[config.mk]
export PLATFORM = sky130hd
export DESIGN_NAME = elev_req_sched
export DESIGN_NICKNAME = d
export VERILOG_FILES = /design/src/rtl/elev_req_sched.sv
export SDC_FILE = /design/constraint.sdc
export NUM_CORES = 1
export LEC_CHECK = 0
export CORE_MARGIN = 2
export CORE_UTILIZATION = 64
export DETAILED_ROUTE_END_ITERATION = 16
export DONT_BUFFER_PORTS = 1
export GPL_ROUTABILITY_DRIVEN = 0
export PLACE_DENSITY = 0.89
export SLEW_MARGIN = 5
export SYNTH_ARGS = -nofsm -noshare
export SYNTH_HDL_FRONTEND = slang
export SYNTH_SLANG_ARGS = --single-unit
[constraint.sdc]
create_clock -name clk -period 3.3 [get_ports clk]
set_input_delay 0.99 -clock clk [delete_from_list [all_inputs] [get_ports clk]]
set_output_delay 0.99 -clock clk [all_outputs]
set_load 0.05 [all_outputs]
[src/rtl/elev_req_sched.sv]
// elev_req_sched: latches floor calls and issues one held one-hot request at a time
// to the elevator core, using direction-preserving (SCAN) target selection.
module elev_req_sched #(
    parameter int DWELL   = 4,
    parameter int TIMEOUT = 64
) (
    input  logic       clk,
    input  logic       Reset,
    input  logic [3:1] Btn,
    input  logic       FLR1,
    input  logic       FLR2,
    input  logic       FLR3,
    input  logic       Door,
    input  logic       FaultClr,
    output logic [3:1] Req,
    output logic [3:1] Pend,
    output logic       Dir,
    output logic       Busy,
    output logic       Fault
);
    typedef enum logic [1:0] {S_IDLE, S_ISSUE, S_DWELL, S_FAULT} state_t;

    state_t      state, state_nx;
    logic [3:1]  btn_q, flr, set, clr, above, below, pa, pb, sel, req_nx, pend_nx;
    logic [1:0]  cur, up_t, dn_t, tgt;
    logic        pos_ok, here, flip, dir_nx;
    logic [15:0] cnt, cnt_nx;

    always_comb begin
        flr    = {FLR3, FLR2, FLR1};
        pos_ok = $onehot(flr);
        cur    = flr[3] ? 2'd3 : (flr[2] ? 2'd2 : 2'd1);
        // a press at the floor whose door is already open is answered by that opening
        set    = Btn & ~btn_q & ~(flr & {3{Door}});
        above  = (cur == 2'd1) ? 3'b110 : ((cur == 2'd2) ? 3'b100 : 3'b000);
        below  = (cur == 2'd3) ? 3'b011 : ((cur == 2'd2) ? 3'b001 : 3'b000);
        pa     = Pend & above;
        pb     = Pend & below;
        up_t   = pa[2] ? 2'd2 : 2'd3;
        dn_t   = pb[2] ? 2'd2 : 2'd1;
        here   = |(Pend & flr);
        flip   = !here && !(Dir ? |pa : |pb);
        tgt    = here ? cur : ((Dir ^ flip) ? up_t : dn_t);
        sel    = {tgt == 2'd3, tgt == 2'd2, tgt == 2'd1};
        state_nx = state;
        req_nx   = Req;
        cnt_nx   = cnt;
        dir_nx   = Dir;
        clr      = 3'b000;
        case (state)
            S_IDLE: begin
                req_nx = 3'b000;
                if (|Pend && pos_ok) begin
                    req_nx   = sel;
                    cnt_nx   = '0;
                    dir_nx   = Dir ^ flip;
                    state_nx = S_ISSUE;
                end
            end
            S_ISSUE: begin
                if (Door && |(flr & Req)) begin
                    clr      = Req;
                    req_nx   = 3'b000;
                    cnt_nx   = 16'(DWELL);
                    state_nx = S_DWELL;
                end else begin
                    cnt_nx = cnt + 16'd1;
                    if (cnt_nx == 16'(TIMEOUT)) begin
                        req_nx   = 3'b000;
                        state_nx = S_FAULT;
                    end
                end
            end
            S_DWELL: begin
                req_nx = 3'b000;
                cnt_nx = (cnt == '0) ? '0 : cnt - 16'd1;
                if (cnt_nx == '0 && !Door) state_nx = S_IDLE;
            end
            default: begin
                req_nx = 3'b000;
                if (FaultClr) begin
                    cnt_nx   = '0;
                    state_nx = S_IDLE;
                end
            end
        endcase
        pend_nx = (Pend & ~clr) | set;
    end

    always_ff @(posedge clk or posedge Reset) begin
        if (Reset) begin
            state <= S_IDLE;
            btn_q <= 3'b000;
            cnt   <= '0;
            Req   <= 3'b000;
            Pend  <= 3'b000;
            Dir   <= 1'b1;
            Busy  <= 1'b0;
            Fault <= 1'b0;
        end else begin
            state <= state_nx;
            btn_q <= Btn;
            cnt   <= cnt_nx;
            Req   <= req_nx;
            Pend  <= pend_nx;
            Dir   <= dir_nx;
            Busy  <= state_nx != S_IDLE;
            Fault <= state_nx == S_FAULT;
        end
    end
endmodule

# After elaboration in Yosys (flattened, before gate mapping)
# Index checks and enable logic that the tools add are counted.
classes:
  n_addsub: 4
  multipliers: 0
  div: 0
  order_cmp: 0
  n_eq_ne: 13
  shift: 0
  n_mux: 28
  n_bitwise: 13
  reduce_logical: 19
op_table:
  columns: ["operator", "n"]
  rows:
  - ["2-to-1 mux 16 bit", 4]
  - ["case mux 16 bit (3 select lines)", 1]
  - ["logical NOT 16 bit", 2]
  - ["2-to-1 mux 2 bit", 11]
  - ["AND 3 bit", 7]
  - ["2-to-1 mux 3 bit", 7]
  - ["adder 16 x 1 -> 16 bit, second input constant", 1]
  - ["equality test 16 x 7 -> 1 bit, second input constant", 1]
  - ["subtractor 16 x 1 -> 16 bit, second input constant", 1]
  - ["OR reduction 3 bit", 5]
  - ["equality test 2 bit, second input constant", 6]
  - ["NOT 3 bit", 3]
  - ["equality test 2 x 1 -> 1 bit, second input constant", 4]
  - ["case mux 2 bit (3 select lines)", 1]
  - ["case mux 3 bit (2 select lines)", 1]
  - ["logical AND 1 bit", 4]
  - ["AND reduction 2 bit", 2]
  - ["nonzero test 4 bit", 1]
  - ["AND 3 x 2 -> 3 bit", 1]
  - ["logical NOT 1 bit", 3]
  - ["2-to-1 mux 1 bit", 3]
  - ["!= test 3 bit, second input constant", 1]
  - ["bitwise OR 3 bit", 1]
  - ["adder 1 x 1 -> 2 bit", 1]
  - ["other kinds (5)", 5]
totals:
  reg_bits: 30
  latchBits: 0
  mem_bits_rw: 0
  romBits: 0
  inputBits: 10
  output_inout_bits: 9
  word_cells: 85
  memories: 0

# Longest topological paths before layout
# Gate-level depths: netlist of run 1.
logic_depth:
  word_depth: 16
  mapped_depth: 11
  depth_no_buf: 10

# Worst setup path after synthesis of run 1
# No wires, ideal clock.
synth_timing:
  path_type: "input to register"
  startpoint: "input FLR2"
  endpoint: "register cnt[11]"
  arrival_time_ns: 2.800
  required_ns: 3.179
  path_slack_ns: 0.379
  stages: 9
  path_cell_list: "clkbuf_1 > inv_1 > fa_1 > inv_1 > nand4_1 > o21ai_0 > clkbuf_1 > o21ai_0 > a22o_1"
synth_between:
  elab_chain_cells: 6
  elab_cells_between_ends: 11
  classes_between: "2 x add/sub; 2 x eq/ne; 2 x mux; 1 x bitwise; 4 x reduce/logical"
synth_rtl:
  columns: ["element", "line_no", "rtl"]
  rows:
  - ["start, declared", "11", "input logic FLR2,"]
  - ["adder 1 x 1 -> 2 bit (not written as such)", "31", "pos_ok = $onehot(flr);"]
  - ["adder 2 x 1 -> 2 bit (not written as such)", "31", null]
  - ["equality test 2 x 1 -> 1 bit", "31", null]
  - ["logical AND 1 bit", "53", "if (|Pend && pos_ok) begin"]
  - ["!= test 2 bit (no source line)", null, null]
  - ["AND reduction 2 bit (no source line)", null, null]
  - ["end signal, assigned", "103", "cnt <= cnt_nx;"]
  - ["end, declared", "27", "logic [15:0] cnt, cnt_nx;"]
# Parallel ways exist; a longest one is shown, timed or not.
# A chain may end at the register's enable or synchronous reset.

# Worst setup path after layout of run 1
layout_timing:
  startpoint: "register cnt[0]"
  endpoint: "register Req[2] (netlist bit)"
layout_between:
  elab_chain_cells: 3
layout_rtl:
  columns: ["element", "line_no", "rtl"]
  rows:
  - ["adder 16 x 1 -> 16 bit", "67", "cnt_nx = cnt + 16'd1;"]
  - ["equality test 16 x 7 -> 1 bit", "68", "if (cnt_nx == 16'(TIMEOUT)) begin"]
  - ["!= test 3 bit (no source line)", null, null]
  - ["end signal, assigned", "104", "Req <= req_nx;"]
  - ["end, declared", "15", "output logic [3:1] Req,"]
# Every way passes these cells.

==> impl_metrics.tcl, run 1 <==
set metrics [dict create \
    grt_use_total 0.341 \
    n_antenna_cell 0 \
    final_nets 347 \
    die_y_um 68.2 \
    p_leak_nw 1.16 \
    power_mw 1.78 \
    cts_buffers 5 \
    max_stage_delay_ps 520 \
    wl_mm 7.35 \
    fp.dieArea_um2 4650 \
    worst-path-max-fanout 11 \
    fmaxAchievable_ghz 0.333 \
    p_sw_mw 0.882 \
    overflow 0 \
    worstHoldStart "btn_q[1]$_DFF_PP0_" \
    rr_startpoint "cnt[0]$_DFFE_PP0P_" \
    final_cells 379 \
    rsz0062_at_grt "false" \
    layout_commonest_cell "nand2_1" \
    cts_resized 0 \
    cts.path.max_buffers 2 \
    startpoint_type "flip-flop" \
    wire_per_inst_um 19.4 \
    area_growth_pct 4.51 \
    regToRegSetupSlack_ps 300 \
    cts_tree "yes" \
    path_cells "ha_1 -> nand4_1 -> nor3_1 -> nand3_1 -> a221oi_2 -> a31oi_1 -> o41ai_1" \
    ys_ff_latch 30 \
    first_pass_iters 5 \
    die_w_um 68.2 \
    outcome "complete, no violations" \
    drtAntennaViolNets 0 \
    syn_area_per_cell_um2 7.80 \
    min_period_over_period 0.909 \
    clock_power_share 0.172 \
    period_minus_slack_ps 3000 \
    synthesis.area_um2 2640 \
    synthArstFlopShare 1.00 \
    yosys_warnings 0 \
    synth_edf_count 0 \
    design_area_um2 2760 \
    cts_sinks 30 \
    min_path_type "reg -> reg" \
    insertion_delay_ps 280 \
    drc 0 \
    crit_path_top_delay_cell "dfrtp_1" \
    synth.distinct_cells 66 \
    num_io_pins 19 \
    drtIter0Drc 544 \
    h-tree-depth 2 \
    dpl_cell_area_um2 2660 \
    maxCapViolCount 0 \
    hold_viol_final 0 \
    synth_fp_nets 357 \
    grt_pass1_vias 2438 \
    cts_setup_buffers 0 \
    relSlewSlack 0.489 \
    crit_arrival_ps 3160 \
    min_path_cells 2 \
    vias 2729 \
    crit_path_end_kind "flip-flop" \
    synthFlopType "dfrtp_1" \
    place_inst 371 \
    syn_inst 338 \
    crit_type "reg -> reg" \
    r2r-end "Req[2]$_DFFE_PP0P_" \
    setup_viol 0 \
    dp_hpwl_mm 5.19 \
    drive_above_1_share 0.112 \
    grt_pass1_wl_mm 11.7 \
    report.final.slew_viol_count 0 \
    p_comb_frac 0.524 \
    rows 23 \
    rr_worst_depth 7 \
    final_cell_mix "nand2_1 (35), o21ai_0 (31), dfrtp_1 (29), inv_1 (23)" \
    clkTransAtPathRegs_ps 70 \
    internal-power_mw 0.897 \
    skew_ps 5.82 \
    p_per_area_nw_per_um2 646 \
    synth-seq-area-share 0.285 \
    start_util 0.664 \
    antenna_found_initial 0 \
    tns_ps 0 \
    cts_root_buf "clkbuf_8" \
    switching_share 0.496 \
    grt_max_degree 20 \
    min_to "Pend[1]$_DFF_PP0_" \
    port_buffers 0 \
    sequentialPowerShare 0.304 \
    critPathRequiredTime_ps 3460 \
    worst_pin_slew_ps 766 \
    coreArea_um2 3970 \
    ir_worst_vdd_mv 0.498 \
    cts_hold_buf 0 \
    fill_cells 327 \
    routed_via_density 7.20 \
]
worst max-delay path: cells and delay by family (launching register included):
family / cells / cell delay [ps]
AND/OR/NAND/NOR: 3 / 850
adder cells (fa/ha/maj): 1 / 310
flip-flops: 1 / 520
AO/OA/AOI/OAI: 3 / 1200
per-stage QoR:
stage / util / worst slack (ps) / hold slack [ps]
final: 0.694 / 301 / 583
after global routing: 0.694 / 162 / 612
after CTS: 0.694 / 455 / 590
after detailed placement: 0.670 / 489 / 574
after global placement: 0.670 / 492 / 567
after floorplan: - / 379 / 554
Yosys cell counts, types with 4 or more instances:
master,instances,area share
a21oi_1,16,0.030
a22o_1,8,0.027
buf_2,4,0.0076
clkbuf_1,19,0.027
dfrtp_1,29,0.28
ha_1,8,0.038
inv_1,23,0.033
nand2_1,35,0.050
nand2b_1,4,0.0095
nand3_1,16,0.030
nand4_1,6,0.014
nor2_1,17,0.024
nor3_1,17,0.032
nor4_1,9,0.021
o21ai_0,31,0.059
o22ai_1,8,0.019
or2_2,4,0.0095
or3_1,4,0.0095
registers in the layout, indices dropped and copies added, names as in the netlist:
name / cells
btn_q: 3
Busy: 1
Pend: 3
state: 2
cnt: 16
Dir: 1
Req: 3
Fault: 1
layout make-up:
cell class,count,area (um2),share of cell area
multi-input combinational,259,1690,0.614
timing repair buffer,9,67.6,0.0245
sequential,30,752,0.273
inverter,23,86.3,0.0313
clock inverter,2,12.5,0.00454
tap,50,62.6,0.0227
clock buffer,6,82.6,0.0300
cell families after synthesis:
logic type / share of synthesized area
buffers and inverters: 0.0731
flip-flops: 0.285
AO/OA/AOI/OAI: 0.309
multiplexers: 0.0157
adder cells (fa/ha/maj): 0.0456
XOR/XNOR: 0.0166
AND/OR/NAND/NOR: 0.255
metal layers:
metal  vias to the layer above  wire length, um  track usage
li1                       1250                -            -
met1                      1238             2980        0.476
met2                       208             3240        0.495
met3                        33              921        0.104
met4                         0              212        0.128
met5                         -                0            0
worst max path at each step:
stage	start	endpoint	slack, ps	depth (start not counted)
floorplan	FLR2	cnt[11]$_DFFE_PP0P_	380	9
global placement	FLR1	cnt[0]$_DFFE_PP0P_	490	8
detailed placement	FLR3	Req[2]$_DFFE_PP0P_	490	8
CTS	cnt[0]$_DFFE_PP0P_	Req[2]$_DFFE_PP0P_	450	7
global route	cnt[0]$_DFFE_PP0P_	Req[2]$_DFFE_PP0P_	160	7
finish	cnt[0]$_DFFE_PP0P_	Req[2]$_DFFE_PP0P_	300	7
power groups by stage:
| stage | clock network [mW] | logic [mW] | registers (mW) |
|---|---|---|---|
| floorplan | 0 | 0.705 | 0.510 |
| global placement | 0 | 0.870 | 0.542 |
| detailed placement | 0 | 0.888 | 0.544 |
| CTS | 0.312 | 0.893 | 0.539 |
| global route | 0.328 | 1.01 | 0.547 |
| finish | 0.307 | 0.932 | 0.541 |
No activity file was read; power rests on OpenSTA's default activity.
==> run 2, diff against run 1 <==
--- a/config.mk
+++ b/config.mk
@@ -5,6 +5,7 @@
 export SDC_FILE = /design/constraint.sdc
 export NUM_CORES = 1
 export LEC_CHECK = 0
+export CAP_MARGIN = 20
 export CORE_MARGIN = 2
 export CORE_UTILIZATION = 64
 export DETAILED_ROUTE_END_ITERATION = 16
==> results of run 2 <==
The final DEF is identical to that of run 1; final timing and power are the same.
